`src/rtl/three_sum_threshold_monitor.sv`:
```
// Hysteresis alarm monitor for the three-sample moving-sum stream.
// Drops the post-reset warm-up samples, tracks an alarm state with separate
// set/clear levels and queues stamped rise/fall events for a downstream reader.
//
// state     | meaning
// ----------+-----------------------------------------------------------
// ST_WARMUP | discarding the first WARMUP valid samples after reset
// ST_INIT   | next valid sample seeds in_alarm, no event
// ST_NORMAL | not in alarm; sum >= threshold_hi raises a rise event
// ST_ALARM  | in alarm; sum <= threshold_lo raises a fall event
module three_sum_threshold_monitor #(
    parameter int DEPTH  = 4,
    parameter int WARMUP = 3
) (
    input  logic        clk,
    input  logic        reset,
    input  logic [7:0]  sum_in,
    input  logic        sum_valid,
    input  logic [7:0]  threshold_hi,
    input  logic [7:0]  threshold_lo,
    output logic        event_valid,
    input  logic        event_ready,
    output logic        event_rise,
    output logic [7:0]  event_value,
    output logic [15:0] event_stamp,
    output logic        in_alarm,
    output logic        overflow
);

    localparam int AW = (DEPTH < 2) ? 1 : $clog2(DEPTH);
    localparam int WW = (WARMUP < 2) ? 1 : $clog2(WARMUP + 1);

    typedef enum logic [1:0] {
        ST_WARMUP,
        ST_INIT,
        ST_NORMAL,
        ST_ALARM
    } state_t;

    // With no warm-up requested, the very first sample seeds the alarm state.
    localparam state_t ST_RESET = (WARMUP == 0) ? ST_INIT : ST_WARMUP;

    state_t        state_q, state_d;
    logic [WW-1:0] warm_q, warm_d;
    logic [15:0]   stamp_q, stamp_d;
    logic          alarm_q, alarm_d;
    logic          ovf_q, ovf_d;
    logic          push_req;
    logic          push_rise;

    logic [24:0]   mem [DEPTH];
    logic [AW-1:0] wr_ptr_q, rd_ptr_q;
    logic [AW:0]   cnt_q, cnt_d;
    logic          fifo_full;
    logic          pop;
    logic          push;
    logic [24:0]   head;

    assign fifo_full = (cnt_q == (AW + 1)'(DEPTH));
    assign pop       = (cnt_q != '0) && event_ready;
    // A full FIFO still takes the push when the head leaves in the same cycle.
    assign push      = push_req && (!fifo_full || pop);

    // Next-state logic: only valid samples move the FSM and the sample index.
    always_comb begin
        state_d   = state_q;
        warm_d    = warm_q;
        stamp_d   = stamp_q;
        alarm_d   = alarm_q;
        push_req  = 1'b0;
        push_rise = 1'b0;
        if (sum_valid) begin
            stamp_d = stamp_q + 16'd1;
            case (state_q)
                ST_WARMUP: begin
                    warm_d = warm_q - WW'(1);
                    if (warm_q == WW'(1)) begin
                        state_d = ST_INIT;
                    end
                end
                ST_INIT: begin
                    alarm_d = (sum_in >= threshold_hi);
                    state_d = (sum_in >= threshold_hi) ? ST_ALARM : ST_NORMAL;
                end
                ST_NORMAL: begin
                    if (sum_in >= threshold_hi) begin
                        state_d   = ST_ALARM;
                        alarm_d   = 1'b1;
                        push_req  = 1'b1;
                        push_rise = 1'b1;
                    end
                end
                ST_ALARM: begin
                    if (sum_in <= threshold_lo) begin
                        state_d   = ST_NORMAL;
                        alarm_d   = 1'b0;
                        push_req  = 1'b1;
                        push_rise = 1'b0;
                    end
                end
                default: state_d = ST_RESET;
            endcase
        end
    end

    // Sticky overflow: any event that could not be queued.
    assign ovf_d = ovf_q | (push_req & ~push);

    // Occupancy follows the accepted push/pop pair.
    always_comb begin
        cnt_d = cnt_q;
        case ({push, pop})
            2'b10:   cnt_d = cnt_q + (AW + 1)'(1);
            2'b01:   cnt_d = cnt_q - (AW + 1)'(1);
            default: cnt_d = cnt_q;
        endcase
    end

    // Control registers with synchronous active-low reset.
    always_ff @(posedge clk) begin
        if (!reset) begin
            state_q  <= ST_RESET;
            warm_q   <= WW'(WARMUP);
            stamp_q  <= '0;
            alarm_q  <= 1'b0;
            ovf_q    <= 1'b0;
            cnt_q    <= '0;
            wr_ptr_q <= '0;
            rd_ptr_q <= '0;
        end else begin
            state_q <= state_d;
            warm_q  <= warm_d;
            stamp_q <= stamp_d;
            alarm_q <= alarm_d;
            ovf_q   <= ovf_d;
            cnt_q   <= cnt_d;
            if (push) begin
                wr_ptr_q <= wr_ptr_q + AW'(1);
            end
            if (pop) begin
                rd_ptr_q <= rd_ptr_q + AW'(1);
            end
        end
    end

    // Event storage; contents are don't-care until the occupancy covers them.
    always_ff @(posedge clk) begin
        if (push) begin
            mem[wr_ptr_q] <= {push_rise, sum_in, stamp_q};
        end
    end

    assign head        = mem[rd_ptr_q];
    assign event_valid = (cnt_q != '0);
    assign event_rise  = event_valid ? head[24]    : 1'b0;
    assign event_value = event_valid ? head[23:16] : 8'd0;
    assign event_stamp = event_valid ? head[15:0]  : 16'd0;
    assign in_alarm    = alarm_q;
    assign overflow    = ovf_q;

endmodule

```
`config.mk`:
```
export PLATFORM = sky130hd
export DESIGN_NAME = three_sum_threshold_monitor
export DESIGN_NICKNAME = d
export VERILOG_FILES = /design/src/rtl/three_sum_threshold_monitor.sv
export SDC_FILE = /design/constraint.sdc
export NUM_CORES = 1
export LEC_CHECK = 0
export ABC_AREA = 1
export BUFFER_PORTS_ARGS = -buffer_cell sky130_fd_sc_hd__buf_2
export CORE_UTILIZATION = 55
export DETAILED_ROUTE_END_ITERATION = 6
export PLACE_DENSITY = 0.78
export SETUP_SLACK_MARGIN = 0.02
export SLEW_MARGIN = 20
export SYNTH_ARGS = -nofsm -noshare
export SYNTH_HDL_FRONTEND = slang
export SYNTH_SLANG_ARGS = --single-unit
```
`constraint.sdc`:
```
create_clock -name clk -period 3.17 [get_ports clk]
set_input_delay 0.317 -clock clk [delete_from_list [all_inputs] [get_ports clk]]
set_output_delay 0.317 -clock clk [all_outputs]
set_load 0.05 [all_outputs]
```
Word-level counts from Yosys, hierarchy flattened
Memory sizes are Yosys's and may differ from the RTL's. A register that Yosys moved wholly into a read port is not among the register bits.
Cells that the tools add are included.
- bits in read-only memories: 0
- word-level logic and storage cells: 63
- bits in writable memories: 100
- memories: 1
- latch bits: 0
- register bits: 29
- div/mod/pow operators: 0
- equal/unequal tests: 10
- mux-type cells: 22
- $lt $le $gt $ge: 2
- multiply operators: 0
- bitwise operators: 3
- shift-type cells: 0
- reductions and logical operators: 11
- $add $sub $neg: 6
- memories (memory ; words ; width ; read ports ; clocked after Yosys merged registers in ; write ports ; RTL line ; text):
    mem ; 4 ; 25 ; 1 ; 1 ; 1 ; 51 ; logic [24:0] mem [DEPTH];
- operator list (operator ; number):
    16-bit by 1-bit adder with 16-bit output (second input constant) ; 1
    16-bit two-way mux ; 1
    1-bit two-way mux ; 11
    2-bit two-way mux ; 5
    8-bit >= comparator ; 1
    8-bit less-or-equal comparator ; 1
    8-bit two-way mux ; 1
    2-bit one-hot mux with 4 select lines ; 1
    4-bit AND reduction ; 2
    2-bit by 1-bit == test with 1-bit output (second input constant) ; 3
    2-bit == test (second input constant) ; 3
    2-bit inequality test (second input constant) ; 3
    3-bit one-hot mux with 2 select lines ; 1
    3-bit nonzero test ; 2
    2-bit by 1-bit adder with 2-bit output (second input constant) ; 2
    3-bit by 1-bit adder with 3-bit output (second input constant) ; 1
    3-bit == test (second input constant) ; 1
    1-bit one-hot mux with 3 select lines ; 1
    3-bit by 1-bit subtractor with 3-bit output (second input constant) ; 1
    1-bit logical AND ; 2
    2-bit logical NOT ; 1
    1-bit one-hot mux with 2 select lines ; 1
    2-bit AND reduction ; 1
    2-bit nonzero test ; 1
    other kinds (6) ; 6

Depth between registers and ports, before layout
Gate-level depths: netlist (run 1).
- word-level depth: 8
- mapped depth: 21
- mapped depth without buffers: 21

Least setup slack after synthesis (run 1)
Ideal clock, no wire load.
- path type: input-to-reg
- from: input threshold_hi[7]
- to: memory mem[0][0], enable pin
- stages on the path: 10
- slack: 0.438 ns
- arrival time: 2.325 ns
- setup time: 0.407 ns
- required time: 2.763 ns
- buffers on the path: 0
- cells stage by stage: inv_1 > ha_1 > nand2_1 > nor2_1 > nand4_1 > nand3_2 > nand2_2 > nand2_2 > nand2_4 > nor2_1
- cells in the longest elaborated chain, start to end: 7
- RTL lines (what ; RTL line ; text):
    start, declared ; 19 ; input logic [7:0] threshold_hi,
    8-bit >= comparator ; 86 ; if (sum_in >= threshold_hi) begin
    1-bit two-way mux ; 86 ;
    1-bit one-hot mux with 2 select lines ; 74 ; case (state_q)
    1-bit two-way mux ; 72 ; if (sum_valid) begin
    1-bit logical AND ; 62 ; assign push = push_req && (!fifo_full || pop);
    1-bit two-way mux ; 148 ; if (push) begin
    1-bit two-way mux (not written as such) ; 149 ; mem[wr_ptr_q] <= {push_rise, sum_in, stamp_q};
    end, declared ; 51 ;
Every way passes these cells.

==> impl_results.md, run 1 <==
- Status: finished clean
- Die area: 0.01097 sq mm
- Syn Inst Count: 576
- Worst-path fanout max: 25
- Comb pwr share: 0.354
- Top cell type's share of synthesized area: 0.5171
- CTS tree: done
- R2R setup slack: 1.24 ns
- Met3 Use GR: 0.06987
- Vias in the first global route: 4101
- Mapped Nets: 627
- Grt met1 use: 0.2884
- Final worst path period need: 2.855 ns
- Most frequent cells after synthesis: 136 x nor2_1, 100 x edfxtp_1, 60 x o21ai_0, 56 x inv_1, 48 x a21oi_1
- Worst r2r dst: cnt_q[2]$_SDFFE_PN0P_
- Slew Limit Fails: 0
- Count leader, synth: nor2_1
- Clock-pin slew of the registers on the worst-case setup and hold paths: 0.06 ns
- Avg Cell Area, Syn: 10.08 sq um
- Fin Hold WS: 0.06053 ns
- Fin. Hold Viols: 0
- GPL Wtd Cong: 0.8343
- Startpoint types: register
- H-tree Lvls: 4
- GR Util All Layers: 0.2360
- Crit path arrival time: 2.54 ns
- Largest net degree at the start of global routing: 51
- Final setup fails: 0
- Io pins: 56
- Synth Flop Type: edfxtp_1
- Fillers: 764
- Sw frac: 0.3973
- Fmax: 350.2 MHz
- Post-synth EDFFs: 100
- WL/cell: 15.50 um
- First-pass GRT wire length: 19750 um
- Synth warn: 0
- Pre-antenna DRT Iters: 5
- Flops & latches, synth: 131
- Initial Utilization: 0.5650
- Core Footprint: 0.01028 sq mm
- Register area share after synthesis: 0.6240
- Clock latency on the worst-skew pair: 0.52 ns
- Critical path endpoint: event_value[0]
- Max-cap violations: 0
- Final nets: 690
- Rel. slew slack: 0.4347
- Total grt overflow: 0
- FF-to-FF path depth: 13
- Area Growth Syn to Fin: 18.23%
- Ratio of final minimum period to clock period: 0.9007
- Seq pwr share: 0.323
- DIE HEIGHT: 104.8 um
- Yosys top cell by area: edfxtp_1
- GR peak layer: met2
- Synth top area cells: edfxtp_1 52%, dfxtp_1 11%, nor2_1 8.8%
- Pwr dens: 873.8 mW/mm^2
- Setup_tns: 0 ns
- Worst clock skew: 0.009359 ns
- Synth cell types: 33
- Worst vdd ir: 0.0006053 V
- Die W: 104.8 um
- CTS sink cnt: 131
- Initial antenna violation count: 0
- Row count: 37
- Leakage power: 2.797 nW
- Worst EP required: 2.85 ns
- Clock power share: 0.323
- Share of async-settable or async-resettable flops after synthesis: 0
- Finished Layout Cells: 788
- Reg-to-Reg Start: state_q[0]$_SDFFE_PN0P_
- CTS resizes: 0
- TritonCTS Buffers: 17
- Port buffer count: 55
- RSZ-0062 raised after global routing: false
- NetSw: 2.383 mW
- Initial DRC Count: 320
- Antenna Cells: 0
- Cell count after placement: 756
- Vias per cell: 5.354
- WS Path Type: register to primary output
- Share of layout cells above drive strength 1: 0.1887
- Met2 Use GR: 0.3945
- Post-route ant nets: 0
- Clk root buf: clkbuf_8
- Post-CTS Hold Buffers: 0
- Largest buffer count on any clock path: 2
- Worst setup EP type: primary output
- Post-Route WL: 12210 um
- Measured slew at the worst slew-check pin: 0.8428 ns
- HP Class: primary input to register
- DRC Markers: 0
- Dpl hpwl: 7415 um
- Total number of vias: 4219
- Netlist Area Pre-Place: 0.005807 sq mm
- Setup repair bufs after CTS: 0
- Int Pwr: 3.616 mW
[cells in the final DEF, fill, tap and decap left out, drive strengths merged, types with 6 or more instances in the layout]
| cell | Yosys | final |
|---|---|---|
| inv | 61 | 62 |
| dfxtp | 31 | 31 |
| buf | 3 | 64 |
| nand4 | 6 | 6 |
| ha | 22 | 22 |
| a21oi | 48 | 48 |
| nor3 | 7 | 7 |
| nand3 | 11 | 11 |
| o21ai | 65 | 65 |
| nand2 | 53 | 53 |
| nor2 | 141 | 141 |
| edfxtp | 100 | 100 |
| clkbuf | 17 | 27 |
[layout make-up]
class                   count  area (sq um)  share of cell area
inverters                  62         232.7             0.03390
flip-flops and latches    131          3623              0.5278
multi-input cells         363          1883              0.2743
repair buffers             64         342.8             0.04994
clock buffers              27         555.5             0.08092
well taps                 136         170.2             0.02479
clock inverters             5         57.56            0.008383
[critical path, cell delays in order, from the launching register on]
cell	delay [ns]
dfxtp_1	0.34
clkinv_1	0.66
nor2_1	0.27
o21ai_0	0.11
a21oi_1	0.31
buf_2	0.33
[logic make-up (layout without fill, tap and decap cells)]
family,after synthesis,in the layout,synth area share
and+or+nand+nor,222,222,0.1672
DFF,131,131,0.6240
adders and majority gates,23,23,0.05085
buffers and inverters,82,158,0.05344
AOI/OAI and AO/OA,118,118,0.1045
[power groups by stage]
stage | clock network, mW | registers, mW | logic, mW
2_1_floorplan | 0 | 1.96 | 1.62
3_3_place_gp | 0 | 1.97 | 2.08
3_5_place_dp | 0 | 1.97 | 2.12
4_1_cts | 1.95 | 1.94 | 2.13
5_1_grt | 2.03 | 1.94 | 2.28
6_report | 1.94 | 1.94 | 2.12
[layer usage]
metal / up-vias / share of wire
met5: - / 0
met4: 0 / 0.018
met3: 20 / 0.061
met2: 146 / 0.51
met1: 1981 / 0.41
li1: 2072 / -
[sequential cells by signal, summed over array words and instances, names as in the netlist, named ones only]
name      flops
in_alarm      1
mem         100
overflow      1
wr_ptr_q      2
warm_q        2
stamp_q      16
rd_ptr_q      2
state_q       2
cnt_q         3
[how the worst min path moves through the flow]
| stage | from | depth (start not counted) | slack (ns) | endpoint |
|---|---|---|---|---|
| 5_1_grt | sum_in[5] | 1 | 0.05 | mem[1][21]$_DFFE_PP_ |
| 2_1_floorplan | sum_valid | 1 | 0.41 | stamp_q[0]$_SDFFE_PN0P_ |
| 3_5_place_dp | in_alarm$_SDFFE_PN0P_ | 2 | 0.45 | in_alarm$_SDFFE_PN0P_ |
| 4_1_cts | sum_in[0] | 1 | 0.05 | mem[1][16]$_DFFE_PP_ |
| 6_report | sum_in[0] | 1 | 0.06 | mem[1][16]$_DFFE_PP_ |
| 3_3_place_gp | rd_ptr_q[1]$_SDFFE_PN0P_ | 2 | 0.45 | rd_ptr_q[1]$_SDFFE_PN0P_ |
[through the flow]
step	util	worst slack (ns)	instance area, sq um	total power [mW]
floorplan	-	0.4384	5807	3.583
global placement	0.6084	0.6730	6252	4.051
detailed placement	0.6084	0.6275	6252	4.086
CTS	0.6680	0.2869	6865	6.018
global route	0.6680	0.1430	6865	6.247
finish	0.6680	0.3147	6865	5.999
Power figures use the tool's default switching activity.
==> run 2, diff against run 1 <==
--- a/config.mk
+++ b/config.mk
@@ -7,9 +7,9 @@
 export LEC_CHECK = 0
 export ABC_AREA = 1
 export BUFFER_PORTS_ARGS = -buffer_cell sky130_fd_sc_hd__buf_2
-export CORE_UTILIZATION = 55
+export CORE_UTILIZATION = 59
 export DETAILED_ROUTE_END_ITERATION = 6
-export PLACE_DENSITY = 0.78
+export PLACE_DENSITY = 0.83
 export SETUP_SLACK_MARGIN = 0.02
 export SLEW_MARGIN = 20
 export SYNTH_ARGS = -nofsm -noshare
==> run 2 against run 1 <==
Effect of this change:
- clock skew decreased by 0.0037 ns
- core utilization increased by 6.7 points
- sequential cell count unchanged
- first-iteration DRC count increased by 16%
- hold slack got worse by 0.0076 ns
- largest power group is now clock
- cell count decreased by 1.0%
- sequential power about the same
==> impl_results.md, run 2 (synthesized netlist as in run 1, its figures left out) <==
- GPL Wtd Cong: 0.8505
- Startpoint types: register
- Die area: 0.01024 sq mm
- Initial Utilization: 0.6196
- Largest net degree at the start of global routing: 51
- CTS tree: done
- Final setup fails: 0
- Worst EP required: 2.85 ns
- Worst clock skew: 0.005683 ns
- CP Cell Sequence: clkinv_1, nor2_1, o21ai_0, a21oi_1, buf_2
- Pwr dens: 902.8 mW/mm^2
- Clock-pin slew of the registers on the worst-case setup and hold paths: 0.06 ns
- Comb pwr share: 0.343
- CP max stage cell: clkinv_1
- Vias per cell: 5.571
- Total number of vias: 4345
- Worst setup EP type: primary output
- Io pins: 56
- Final nets: 689
- Fin. Hold Viols: 0
- Fmax: 344.9 MHz
- GR Util All Layers: 0.2784
- Initial antenna violation count: 0
- Final worst path period need: 2.899 ns
- Rel. slew slack: 0.4464
- Total chip power: 6.219 mW
- First-pass GRT wire length: 20980 um
- Cell count after placement: 748
- Most common cell after layout, fill and taps aside: nor2_1
- Port buffer count: 55
- Area Growth Syn to Fin: 18.64%
- Die W: 101.2 um
- TritonCTS Buffers: 17
- Crit path arrival time: 2.58 ns
- NetSw: 2.429 mW
- Sw frac: 0.3905
- Post-route ant nets: 0
- Antenna Cells: 0
- Worst-path fanout max: 25
- Setup repair bufs after CTS: 0
- Fillers: 629
- CTS resizes: 0
- Vias in the first global route: 4445
- Slew Limit Fails: 0
- Clk root buf: clkbuf_8
- Pre-antenna DRT Iters: 5
- Commonest cells after routing, fill and taps aside: 132 x nor2_1, 100 x edfxtp_1, 60 x o21ai_0
- Core Footprint: 0.009371 sq mm
- Ratio of final minimum period to clock period: 0.9147
- Largest buffer count on any clock path: 2
- Worst Setup Slack, final: 0.2706 ns
- HP Class: primary input to register
- Max-cap violations: 0
- DIE HEIGHT: 101.2 um
- Int Pwr: 3.791 mW
- Finished Layout Cells: 780
- Seq pwr share: 0.313
- Placement Cell Area: 0.006236 sq mm
- Clock power share: 0.344
- Post-Layout Inst Area: 0.006889 sq mm
- DRC Markers: 0
- Biggest register: mem
- Place WS: 0.6468 ns
- Status: finished clean
- Number of flip-flops in the largest register: 100
- Dpl hpwl: 7562 um
- Clock latency on the worst-skew pair: 0.52 ns
- Total grt overflow: 0
- Initial DRC Count: 371
- Leakage power: 2.803 nW
- Worst vdd ir: 0.0007634 V
- WS Path Type: register to primary output
- CTS sink cnt: 131
- CP max stage delay: 0.67 ns
- Row count: 35
- Largest registers: mem: 100 flops, stamp_q: 16 flops, cnt_q: 3 flops
- WL/cell: 16.47 um
- Share of layout cells above drive strength 1: 0.1889
- Measured slew at the worst slew-check pin: 0.8253 ns
- H-tree Lvls: 4
- Post-CTS Hold Buffers: 0
- Setup_tns: 0 ns
- Post-Route WL: 12850 um
- RSZ-0062 raised after global routing: false
run 2: worst max-delay path: cells and delay by family (launching register included):
family | cells | cell delay, ns
buffers and inverters | 2 | 0.98
AOI/OAI and AO/OA | 2 | 0.37
and+or+nand+nor | 1 | 0.31
DFF | 1 | 0.38
run 2: cell type report:
class | instances | area (sq um) | area share
flip-flops and latches | 131 | 3623 | 0.5260
clock inverters | 14 | 235.2 | 0.03414
well taps | 129 | 161.4 | 0.02343
inverters | 62 | 232.7 | 0.03378
repair buffers | 63 | 335.3 | 0.04867
multi-input cells | 363 | 1883 | 0.2733
clock buffers | 18 | 417.9 | 0.06066
run 2: power groups by stage:
stage	logic (mW)	registers [mW]	clock network (mW)
6_report	2.13	1.95	2.14
5_1_grt	2.30	1.95	2.23
4_1_cts	2.14	1.95	2.15
3_5_place_dp	2.11	1.98	0
3_3_place_gp	2.07	1.97	0
2_1_floorplan	1.62	1.96	0
run 2: per-layer routing:
metal  routed length, um  up-vias  track usage
met4                 194        0       0.1382
li1                    -     2070            -
met3                1053       20      0.07453
met1                4990     2049       0.3174
met5                   0        -            0
met2                6610      206       0.4856
run 2: through the flow:
stage,utilization,hold WS (ns)
floorplan,-,0.4070
global placement,0.6654,0.4494
detailed placement,0.6654,0.4594
CTS,0.7351,0.03816
global route,0.7351,0.04856
finish,0.7351,0.05296
run 2: path summary, 6_finish.rpt:
| check | from | to | slack (ns) | depth (start not counted) |
|---|---|---|---|---|
| worst max-delay path | register | event_rise | 0.27 | 5 |
| worst min-delay path | sum_in[7] | mem[2][23]$_DFFE_PP_ | 0.05 | 1 |
| worst max register to register | state_q[0]$_SDFFE_PN0P_ | cnt_q[2]$_SDFFE_PN0P_ | 1.26 | 13 |
| worst min register to register | in_alarm$_SDFFE_PN0P_ | in_alarm$_SDFFE_PN0P_ | 0.47 | 2 |
==> run 3, diff against run 2 <==
--- a/config.mk
+++ b/config.mk
@@ -7,6 +7,7 @@
 export LEC_CHECK = 0
 export ABC_AREA = 1
 export BUFFER_PORTS_ARGS = -buffer_cell sky130_fd_sc_hd__buf_2
+export CORE_ASPECT_RATIO = 1.75
 export CORE_UTILIZATION = 59
 export DETAILED_ROUTE_END_ITERATION = 6
 export PLACE_DENSITY = 0.83
==> constraint.sdc (replaced) <==
create_clock -name clk -period 2.9 [get_ports clk]
set_input_delay 0.29 -clock clk [delete_from_list [all_inputs] [get_ports clk]]
set_output_delay 0.29 -clock clk [all_outputs]
set_load 0.05 [all_outputs]
==> run 3 against run 2 <==
Effect of this change:
- via count is 0.28% lower
- first-iteration DRC count decreased by 6.5%
- non-clock buffer count rose by 1
- clock-buffer cell count grew 2
- final area shrank 0.25%
- sequential cell count unchanged
- cell count decreased by 0.77%
- critical path type unchanged
==> impl_results.md, run 3 (synthesized netlist as in run 1, its figures left out) <==
- Comb pwr share: 0.349
- Worst hold start: sum_in[0]
- Max-cap violations: 0
- Slew Limit Fails: 0
- WL met3: 688 um
- Most common cell after layout, fill and taps aside: nor2_1
- Number of flip-flops in the largest register: 100
- RSZ-0062 raised after global routing: false
- DRC Markers: 0
- CTS tree: done
- Die W: 77.00 um
- H-tree Lvls: 4
- NetSw: 2.654 mW
- Share of layout cells above drive strength 1: 0.1902
- Worst Hold Depth: 1
- Routed wl met2: 7277 um
- CTS resizes: 0
- Core Footprint: 0.009527 sq mm
- Total grt overflow: 0
- FF-to-FF path depth: 12
- Startpoint types: register
- Final nets: 690
- Largest buffer count on any clock path: 2
- Sw frac: 0.3950
- CTS sink cnt: 131
- Initial antenna violation count: 0
- CP Cell Sequence: inv_2, o21ai_0, a21oi_1, buf_2
- Status: finished clean
- Commonest cells after routing, fill and taps aside: 132 x nor2_1, 100 x edfxtp_1, 60 x o21ai_0
- Biggest register: mem
- Dpl hpwl: 7638 um
- Pwr dens: 977.8 mW/mm^2
- WS Path Type: register to primary output
- Int Pwr: 4.065 mW
- Io pins: 56
- Clock power share: 0.336
- CP max stage cell: inv_2
- Vias in the first global route: 4559
- Fin. Hold Viols: 0
- Final core utilization: 0.7213
- Seq pwr share: 0.316
- Total number of vias: 4333
- TritonCTS Buffers: 17
- First-pass GRT wire length: 21200 um
- Vias per cell: 5.598
- Leakage power: 2.791 nW
- Port buffer count: 55
- Worst-path fanout max: 50
- Row count: 47
- Fillers: 672
- Clk root buf: clkbuf_16
- Post-CTS Hold Buffers: 0
- DIE HEIGHT: 133.2 um
- Initial Utilization: 0.6095
- Area Growth Syn to Fin: 18.34%
- Final setup fails: 0
- Setup_tns: 0 ns
- Final worst path period need: 2.393 ns
- Ratio of final minimum period to clock period: 0.8253
- Worst setup EP type: primary output
- Top routing layer used: met4
- Die area: 0.01026 sq mm
- Largest net degree at the start of global routing: 51
- Initial DRC Count: 347
- Pre-antenna DRT Iters: 5
- Post-route ant nets: 0
- Rel. slew slack: 0.5109
- Worst clock skew: 0.007720 ns
- Fmax: 417.8 MHz
- Largest registers: mem: 100 flops, stamp_q: 16 flops, cnt_q: 3 flops
- End of the worst hold path: mem[2][16]$_DFFE_PP_
- Worst vdd ir: 0.001218 V
- CP max stage delay: 0.54 ns
- Setup repair bufs after CTS: 0
- GPL Wtd Cong: 0.8364
- Measured slew at the worst slew-check pin: 0.7326 ns
- Antenna Cells: 0
- Reg-to-Reg Start: state_q[0]$_SDFFE_PN0P_
- R2R setup slack: 0.95 ns
- Crit path arrival time: 2.10 ns
- Clock latency on the worst-skew pair: 0.41 ns
- Worst EP required: 2.61 ns
- Worst r2r dst: cnt_q[2]$_SDFFE_PN0P_
- Metal-1 WL: 4507 um
- Clock-pin slew of the registers on the worst-case setup and hold paths: 0.06 ns
- Post-Route WL: 12870 um
- GR Util All Layers: 0.2769
- HP Class: primary input to register
- WL/cell: 16.63 um
-- run 3: cell types whose count changed in the layout (fill, tap and decap cells not counted), sizes merged --
cell	change
bufinv	-2
clkinv	-2
clkbuf	+2
buf	+1
clkinvlp	+2
-- run 3: area by class of cell --
cell class / count / area (sq um) / share of cell area
repair buffers: 64 / 342.8 / 0.04989
flip-flops and latches: 131 / 3623 / 0.5273
multi-input cells: 363 / 1883 / 0.2740
well taps: 122 / 152.6 / 0.02221
inverters: 62 / 232.7 / 0.03387
clock inverters: 12 / 180.2 / 0.02622
clock buffers: 20 / 456.7 / 0.06646
-- run 3: layer usage --
layer	GRT usage	vias to the layer above
met2	0.5164	161
li1	-	2064
met4	0.1562	0
met5	0	-
met1	0.2732	2070
met3	0.06849	38
-- run 3: critical path, delay by kind of cell (launching register included) --
kind / cells / cell delay (ns)
buffers and inverters: 2 / 0.85
AO/OA/AOI/OAI: 2 / 0.49
flip-flops: 1 / 0.33
-- run 3: stage by stage --
step	cells	power (mW)	cell area, sq um	hold WS [ns]	setup WS (ns)
4_1_cts	774	6.747	6872	0.1057	0.4573
3_5_place_dp	742	4.490	6235	0.4547	0.3323
3_3_place_gp	742	4.423	6235	0.4542	0.4046
2_1_floorplan	576	3.917	5807	0.3800	0.1954
6_report	774	6.719	6872	0.1184	0.5065
5_1_grt	774	6.989	6872	0.1187	0.3705
-- run 3: worst max path at each step --
stage / start / endpoint / slack [ns] / cells after the start
2_1_floorplan: threshold_hi[7] / mem[0][0]$_DFFE_PP_ / 0.20 / 10
3_3_place_gp: sum_in[5] / cnt_q[2]$_SDFFE_PN0P_ / 0.40 / 17
3_5_place_dp: sum_in[3] / cnt_q[2]$_SDFFE_PN0P_ / 0.33 / 17
4_1_cts: register / event_value[1] / 0.46 / 4
5_1_grt: register / event_value[1] / 0.37 / 4
6_report: register / event_value[2] / 0.51 / 4
-- run 3: power by group through the flow --
stage	sequential [mW]	clock, mW	combinational [mW]
2_1_floorplan	2.15	0	1.77
3_3_place_gp	2.15	0	2.27
4_1_cts	2.12	2.27	2.35
3_5_place_dp	2.16	0	2.33
5_1_grt	2.13	2.35	2.51
6_report	2.12	2.25	2.34
